$ cat config.mk
export PLATFORM = sky130hd
export DESIGN_NAME = cpu_sequencer
export DESIGN_NICKNAME = d
export VERILOG_FILES = /design/src/rtl/cpu_sequencer.sv
export SDC_FILE = /design/constraint.sdc
export NUM_CORES = 1
export LEC_CHECK = 0
export BUFFER_PORTS_ARGS = -buffer_cell sky130_fd_sc_hd__buf_2
export CORE_UTILIZATION = 49
export DETAILED_ROUTE_END_ITERATION = 8
export PLACE_DENSITY = 0.8
export SLEW_MARGIN = 20
export SYNTH_ARGS = -nofsm -noshare
export SYNTH_HDL_FRONTEND = slang
export SYNTH_SLANG_ARGS = --single-unit
$ cat constraint.sdc
create_clock -name i_clk -period 2.05 [get_ports i_clk]
set_clock_uncertainty 0.1 [all_clocks]
set_input_delay 0.205 -clock i_clk [delete_from_list [all_inputs] [get_ports i_clk]]
set_output_delay 0.205 -clock i_clk [all_outputs]
set_load 0.05 [all_outputs]
$ cat src/rtl/cpu_sequencer.sv
// Multi-cycle control sequencer for a small 8-bit CPU: fetches vectors, opcodes and operands,
// then drives PC, ALU and register-write controls for a subset of 6502-style instructions.
module cpu_sequencer #(
    parameter logic [15:0] RESET_VEC = 16'hFFFC
) (
    input  logic        i_clk,
    input  logic        i_rst_n,
    input  logic [7:0]  i_data,
    input  logic        i_mem_rdy,
    input  logic        i_carry,
    output logic        o_mem_rd,
    output logic [1:0]  o_addr_src,
    output logic        o_sync,
    output logic        o_pc_inc,
    output logic        o_pc_load_en,
    output logic [15:0] o_pc_load_addr,
    output logic [2:0]  o_alu_op_sel,
    output logic [1:0]  o_alu_src_a,
    output logic [1:0]  o_alu_src_b,
    output logic        o_alu_sub,
    output logic        o_alu_dec,
    output logic        o_alu_cin,
    output logic        o_wr_a,
    output logic        o_wr_x,
    output logic        o_wr_y,
    output logic        o_flags_we,
    output logic [7:0]  o_ir,
    output logic [7:0]  o_operand,
    output logic        o_halt
);

    typedef enum logic [2:0] {
        ST_VEC_LO  = 3'd0,
        ST_VEC_HI  = 3'd1,
        ST_FETCH   = 3'd2,
        ST_OPER    = 3'd3,
        ST_OPER_HI = 3'd4,
        ST_EXEC    = 3'd5,
        ST_HALT    = 3'd6
    } state_t;

    state_t      state_q, state_d;
    logic [7:0]  ir_q, ir_d;
    logic [7:0]  operand_q, operand_d;
    logic [7:0]  vec_lo_q, vec_lo_d;
    logic        rd_req_s, rd_done_s;

    logic        mem_rd_s, sync_s, pc_inc_s, load_en_s, halt_s;
    logic [1:0]  addr_src_s;
    logic [15:0] load_addr_s;
    logic [2:0]  op_sel_s;
    logic [1:0]  src_a_s, src_b_s;
    logic        sub_s, dec_s, cin_s;
    logic        wr_a_s, wr_x_s, wr_y_s, flags_we_s;

    // Opcode classes: operand-carrying instructions, implied instructions, everything else halts.
    function automatic state_t fetch_target(input logic [7:0] op);
        state_t nxt;
        case (op)
            8'hA9, 8'hA2, 8'hA0, 8'h69, 8'hE9,
            8'h29, 8'h09, 8'h49, 8'h4C:          nxt = ST_OPER;
            8'hAA, 8'hA8, 8'hE8, 8'hCA, 8'hEA:   nxt = ST_EXEC;
            default:                             nxt = ST_HALT;
        endcase
        return nxt;
    endfunction

    assign rd_req_s  = (state_q != ST_EXEC) && (state_q != ST_HALT);
    assign rd_done_s = rd_req_s & i_mem_rdy;

    // Next-state and latch logic; nothing moves until a pending read completes.
    always_comb begin
        state_d   = state_q;
        ir_d      = ir_q;
        operand_d = operand_q;
        vec_lo_d  = vec_lo_q;
        case (state_q)
            ST_VEC_LO: begin
                if (rd_done_s) begin
                    vec_lo_d = i_data;
                    state_d  = ST_VEC_HI;
                end else begin
                    state_d  = state_q;
                end
            end
            ST_VEC_HI: begin
                if (rd_done_s) state_d = ST_FETCH;
                else           state_d = state_q;
            end
            ST_FETCH: begin
                if (rd_done_s) begin
                    ir_d    = i_data;
                    state_d = fetch_target(i_data);
                end else begin
                    state_d = state_q;
                end
            end
            ST_OPER: begin
                if (rd_done_s) begin
                    operand_d = i_data;
                    state_d   = (ir_q == 8'h4C) ? ST_OPER_HI : ST_EXEC;
                end else begin
                    state_d   = state_q;
                end
            end
            ST_OPER_HI: begin
                if (rd_done_s) state_d = ST_FETCH;
                else           state_d = state_q;
            end
            ST_EXEC: state_d = ST_FETCH;
            ST_HALT: state_d = ST_HALT;
            default: state_d = ST_VEC_LO;
        endcase
    end

    // Sequencer state and latched bytes, with synchronous reset that may abort any instruction.
    always_ff @(posedge i_clk) begin
        if (!i_rst_n) begin
            state_q   <= ST_VEC_LO;
            ir_q      <= 8'h00;
            operand_q <= 8'h00;
            vec_lo_q  <= 8'h00;
        end else begin
            state_q   <= state_d;
            ir_q      <= ir_d;
            operand_q <= operand_d;
            vec_lo_q  <= vec_lo_d;
        end
    end

    // Per-state control decode; PC strobes fire only in the cycle a read completes.
    always_comb begin
        mem_rd_s    = 1'b0;
        addr_src_s  = 2'd0;
        sync_s      = 1'b0;
        pc_inc_s    = 1'b0;
        load_en_s   = 1'b0;
        load_addr_s = RESET_VEC;
        op_sel_s    = 3'd0;
        src_a_s     = 2'd0;
        src_b_s     = 2'd0;
        sub_s       = 1'b0;
        dec_s       = 1'b0;
        cin_s       = 1'b0;
        wr_a_s      = 1'b0;
        wr_x_s      = 1'b0;
        wr_y_s      = 1'b0;
        flags_we_s  = 1'b0;
        halt_s      = 1'b0;
        case (state_q)
            ST_VEC_LO: begin
                mem_rd_s   = 1'b1;
                addr_src_s = 2'd1;
            end
            ST_VEC_HI: begin
                mem_rd_s   = 1'b1;
                addr_src_s = 2'd2;
                load_en_s  = rd_done_s;
                if (rd_done_s) load_addr_s = {i_data, vec_lo_q};
                else           load_addr_s = RESET_VEC;
            end
            ST_FETCH: begin
                mem_rd_s = 1'b1;
                sync_s   = 1'b1;
                pc_inc_s = rd_done_s;
            end
            ST_OPER: begin
                mem_rd_s = 1'b1;
                pc_inc_s = rd_done_s;
            end
            ST_OPER_HI: begin
                mem_rd_s  = 1'b1;
                load_en_s = rd_done_s;
                if (rd_done_s) load_addr_s = {i_data, operand_q};
                else           load_addr_s = RESET_VEC;
            end
            ST_EXEC: begin
                case (ir_q)
                    8'hA9: begin op_sel_s = 3'd4; wr_a_s = 1'b1; flags_we_s = 1'b1; end
                    8'hA2: begin op_sel_s = 3'd4; wr_x_s = 1'b1; flags_we_s = 1'b1; end
                    8'hA0: begin op_sel_s = 3'd4; wr_y_s = 1'b1; flags_we_s = 1'b1; end
                    8'h69: begin cin_s = i_carry; wr_a_s = 1'b1; flags_we_s = 1'b1; end
                    8'hE9: begin cin_s = i_carry; sub_s = 1'b1; wr_a_s = 1'b1; flags_we_s = 1'b1; end
                    8'h29: begin op_sel_s = 3'd1; wr_a_s = 1'b1; flags_we_s = 1'b1; end
                    8'h09: begin op_sel_s = 3'd2; wr_a_s = 1'b1; flags_we_s = 1'b1; end
                    8'h49: begin op_sel_s = 3'd3; wr_a_s = 1'b1; flags_we_s = 1'b1; end
                    8'hAA: begin op_sel_s = 3'd4; src_b_s = 2'd2; wr_x_s = 1'b1; flags_we_s = 1'b1; end
                    8'hA8: begin op_sel_s = 3'd4; src_b_s = 2'd2; wr_y_s = 1'b1; flags_we_s = 1'b1; end
                    8'hE8: begin src_a_s = 2'd1; src_b_s = 2'd1; cin_s = 1'b1; wr_x_s = 1'b1; flags_we_s = 1'b1; end
                    8'hCA: begin src_a_s = 2'd1; src_b_s = 2'd1; dec_s = 1'b1; wr_x_s = 1'b1; flags_we_s = 1'b1; end
                    default: flags_we_s = 1'b0;
                endcase
            end
            ST_HALT: halt_s = 1'b1;
            default: halt_s = 1'b0;
        endcase
    end

    // Bus requests, PC strobes, write strobes and halt are suppressed while reset is held.
    assign o_mem_rd       = i_rst_n & mem_rd_s;
    assign o_pc_inc       = i_rst_n & pc_inc_s;
    assign o_pc_load_en   = i_rst_n & load_en_s;
    assign o_wr_a         = i_rst_n & wr_a_s;
    assign o_wr_x         = i_rst_n & wr_x_s;
    assign o_wr_y         = i_rst_n & wr_y_s;
    assign o_flags_we     = i_rst_n & flags_we_s;
    assign o_halt         = i_rst_n & halt_s;
    assign o_addr_src     = addr_src_s;
    assign o_sync         = sync_s;
    assign o_pc_load_addr = load_addr_s;
    assign o_alu_op_sel   = op_sel_s;
    assign o_alu_src_a    = src_a_s;
    assign o_alu_src_b    = src_b_s;
    assign o_alu_sub      = sub_s;
    assign o_alu_dec      = dec_s;
    assign o_alu_cin      = cin_s;
    assign o_ir           = ir_q;
    assign o_operand      = operand_q;

endmodule

; ---- Word-level counts from Yosys, hierarchy flattened
; Index checks and enable logic that the tools add are counted.
; W data, S select, Z words.
[totals]
regBits = 27
latch_bits = 0
mem_bits_rw = 0
mem_bits_ro = 0
in_bits = 12
word_cells = 107
mem_count = 0
[op_classes]
addsub = 0
multipliers = 0
n_div = 0
magnitude_cmp = 0
eq_ne = 39
n_shift = 0
mux = 36
bitwise = 9
n_reduce_logical = 19
[ops]
columns = op, n
row1 = $eq A8 B8 Y1 const B, 17
row2 = $eq A8 B7 Y1 const B, 6
row3 = $mux W16, 2
row4 = $pmux W16 S2, 1
row5 = $mux W1, 21
row6 = $pmux W3 S6, 1
row7 = $eq A8 B4 Y1 const B, 2
row8 = $eq A8 B6 Y1 const B, 2
row9 = $mux W3, 5
row10 = $reduce_or A5 Y1, 3
row11 = $pmux W3 S4, 1
row12 = $reduce_or A12 Y1, 1
row13 = $reduce_or A2 Y1, 6
row14 = $and A1 B1 Y1, 9
row15 = $eq A3 B3 Y1 const B, 3
row16 = $reduce_or A9 Y1, 1
row17 = $pmux W2 S2, 2
row18 = $eq A3 B2 Y1 const B, 2
row19 = $ne A2 B2 Y1 const B, 3
row20 = $ne A3 B3 Y1 const B, 2
row21 = $pmux W3 S2, 1
row22 = $reduce_and A2 Y1, 3
row23 = $reduce_or A6 Y1, 1
row24 = $reduce_and A4 Y1, 1
row25 = other kinds (7), 7

; ---- Logic depth before layout (Yosys ltp)
[logic_depth]
word_depth = 5
depth_mapped = 6
ltp_nobuf = 4

; ---- Least setup slack after synthesis
; Ideal clock, no wire load.
[synth_timing]
path_kind = reg2out
startpoint = register ir_q[7] (netlist: o_ir[7])
endpoint = output o_alu_dec
arrival_ps = 2852
t_required_ps = 1745
slack_ps = -1107
stages_incl_launch_ff = 5
cell_sequence = dfxtp_1 buf_2 nor4b_4 nand3_1 nor4b_1
[synth_between]
elab_chain_cells = 3
[synth_rtl]
columns = item, line
row1 = start: declaration, 43  ; logic [7:0] ir_q, ir_d;
row2 = start signal: assignment, 125  ; ir_q <= ir_d;
row3 = $eq A8 B8 Y1, 178  ; case (ir_q)
row4 = $mux W1, 178
row5 = $mux W1, 150  ; case (state_q)
row6 = end: declaration, 21  ; output logic o_alu_dec,
; Every way passes these cells.

; ---- Worst setup path after layout
[layout_timing]
startpoint = register state_q[2]
endpoint = output o_wr_y
[layout_between]
elab_chain_cells = 3
[layout_rtl]
columns = item, line
row1 = start: declaration, 42  ; state_t state_q, state_d;
row2 = start signal: assignment, 124  ; state_q <= state_d;
row3 = $eq A3 B3 Y1, 150
row4 = $mux W1, 150
row5 = $and A1 B1 Y1, 205  ; assign o_wr_y = i_rst_n & wr_y_s;
row6 = end: declaration, 25  ; output logic o_wr_y,
; Every way passes these cells.

==> flow_metrics.tcl <==
set metrics [dict create \
    power_frac_seq_pct 43.0 \
    synthAdderAreaFrac_pct 0 \
    cts_hold_buffers 0 \
    crit_path_start "state_q[2]$_SDFFE_PN0P_" \
    syn_nets 243 \
    synth_top_area_share_pct 31.51 \
    nFillCells 308 \
    power_leakage_nw 0.9041 \
    clk_pin_slew_ps 140 \
    maxCapViolations 0 \
    ys_ff_latch 27 \
    setup_viol 0 \
    cp_data_required_time_ps 1750 \
    timing.hold.ws_ps 78.65 \
    r2r_start "state_q[1]$_SDFFE_PN0P_" \
    drive_above_1_share_pct 36.82 \
    cts_tree "built" \
    drcViolationCount 0 \
    setup_ws_ps 14.25 \
    path_class "flip-flop to output port" \
    io_buffers 63 \
    synth_area_per_cell_um2 7.426 \
    start_util_pct 51.41 \
    h-tree-depth 1 \
    hp-class "input pin to flip-flop" \
    ant_nets 0 \
    wire_per_inst_um 13.74 \
    drt-initial-drc-count 66 \
    synth_compound_area_share_pct 18.67 \
    synth_edf_count 0 \
    ys_warn_count 0 \
    synth_flop_cell "dfxtp_1" \
    cts_root_buf "clkbuf_4" \
    vias 1858 \
    synthTopCellsByCount "65 x nand2_1, 27 x dfxtp_1, 24 x a21boi_0" \
    synth.area.mux_share_pct 1.167 \
    hpwlAfterDp_mm 3.379 \
    grt_start_max_net_pins 22 \
    design.die.area_mm2 0.003741 \
    clock_latency_ps 320 \
    setup.worst_path.end_class "output port" \
    comb_power_share_pct 41.0 \
    synth_xor_area_share_pct 1.021 \
    synth_top_family_by_area "simple AND/OR/NAND/NOR gates" \
    gp_congestion 0.8847 \
    yosysMostFrequentCell "nand2_1" \
    grt-ovfl-total 0 \
    p_switching_mw 0.5861 \
    ir_worst_vdd_mv 0.4716 \
    grt_pass1_vias 1540 \
    n_antenna_cell 0 \
    core_mm2 0.003337 \
    io_pins 65 \
    ys_types 44 \
    ys_seq_area_share_pct 31.51 \
    status "finished clean" \
    max_freq_mhz 491.2 \
    synth_area_leaders "dfxtp_1 32%, nand2_1 14%, a21boi_0 11%" \
    start_kind "flip-flop" \
    intPower_mw 0.8012 \
    antenna_found_initial 0 \
    rsz0062_at_grt "true" \
    clkPwrFrac_pct 16.0 \
    die_h_um 61.17 \
    tightest_slew_ps 519.8 \
    fp.dieW_um 61.17 \
    crit_fanout 6 \
    first_pass_iters 4 \
    std_cell_rows 21 \
    routed_wl_mm 4.698 \
    grt_pass1_wl_mm 7.293 \
    synth_top_area_cell "dfxtp_1" \
    crit_arrival_ps 1730 \
    fin_crit_ps 2036 \
    drv_slew 0 \
    nNetsFinal 309 \
    switching_share_pct 42.25 \
    syn_area_mm2 0.001715 \
    grt_usage_pct 26.18 \
    final-hold-violation-count 0 \
    syn_inst 231 \
    cts_buffers 3 \
    yosys.area_share.simple_pct 41.14 \
    dpl_worst_slack_ps 171.7 \
    cts_sinks 27 \
    p_per_area_mw_per_mm2 603.9 \
    slew_headroom_pct 65.16 \
    syn2layout_area_growth_pct 33.92 \
    viasPerCell 5.433 \
    min_from "i_data[6]" \
    fin_util_pct 68.84 \
    synthArstFlopShare_pct 0 \
    final.period_utilization_pct 99.30 \
    max-clock-path-buffers 2 \
]
## sequential cells by signal, summed over array words and instances (netlist names)
name,cells
o_operand,8
vec_lo_q,8
state_q,3
o_ir,8
## worst max-delay path, cell delays in order, from the launching register on
cell	delay (ps)
dfxtp_4	400
and3b_2	210
and3_1	170
nand3b_1	160
nor4b_4	290
buf_6	190
## per-stage QoR
step	instances	power, mW	setup TNS, ps	area, um2
2_1_floorplan	231	1.018	-641.7	1809
3_3_place_gp	335	1.146	0	2172
3_5_place_dp	335	1.152	0	2172
4_1_cts	340	1.383	-45.82	2245
5_1_grt	342	1.465	-319.1	2297
6_report	342	1.387	0	2297
## layer usage
layer	track usage [%]	share of wire, %	vias to the layer above
li1	-	-	919
met1	34.97	44	847
met2	44.57	48	88
met3	3.151	6.9	4
met4	7.143	0.68	0
met5	0	0	-
## power by group through the flow
stage	registers (mW)	logic [mW]	clock network, mW
detailed placement	0.606	0.546	0
finish	0.596	0.569	0.222
floorplan	0.628	0.389	0
CTS	0.596	0.556	0.231
global placement	0.603	0.543	0
global route	0.602	0.610	0.253
## logic make-up (layout without fill, tap and decap cells)
group                     after synthesis  in the layout
buffers and inverters                  20             84
and+or+nand+nor                       134            134
xor gates and xnor gates                2              2
muxes                                   2              2
DFF                                    27             27
AOI/OAI and AO/OA                      45             46
other                                   1              1
## layout make-up
cell class / count / area, um2 / area share (%)
Multi-Input combinational cell: 185 / 1185 / 51.58
Sequential cell: 27 / 555.5 / 24.18
Timing Repair Buffer: 76 / 456.7 / 19.88
Tap cell: 46 / 57.56 / 2.505
Clock buffer: 3 / 22.52 / 0.9804
Inverter: 4 / 15.01 / 0.6536
Clock inverter: 1 / 5.005 / 0.2179
## path summary, 6_finish.rpt
kind | to | slack, ps | cells after the start
hold reg to reg | vec_lo_q[6]$_SDFFE_PN0P_ | 380 | 2
setup / recovery | o_wr_y | 10 | 5
hold / removal | o_operand[6]$_SDFFE_PN0P_ | 80 | 3
setup reg to reg | vec_lo_q[3]$_SDFFE_PN0P_ | 410 | 5
## layout by cell type (no fill, tap or decap), types with 3 or more instances in the layout
| cell type | count |
|---|---|
| o22ai_1 | 6 |
| nor2b_1 | 3 |
| and3_1 | 3 |
| buf_2 | 53 |
| and2_1 | 3 |
| nor4b_4 | 3 |
| nand2b_1 | 9 |
| nand2_1 | 64 |
| clkbuf_4 | 4 |
| buf_4 | 18 |
| dfxtp_1 | 19 |
| dfxtp_2 | 6 |
| nand3_1 | 7 |
| inv_1 | 4 |
| nor2_1 | 12 |
| buf_6 | 3 |
| a21oi_1 | 4 |
| a21boi_0 | 24 |
| nor4b_1 | 3 |
## what timing repair did
| action | in CTS | in global routing |
|---|---|---|
| endpoints found under the hold margin | 0 | 0 |
| pin swaps | 1 | 1 |
| setup buffers | 1 | 1 |
| resized for setup | 13 | 17 |
| setup endpoints to repair | 8 | 15 |
| cloned | 0 | 1 |
Power figures use the tool's default switching activity.
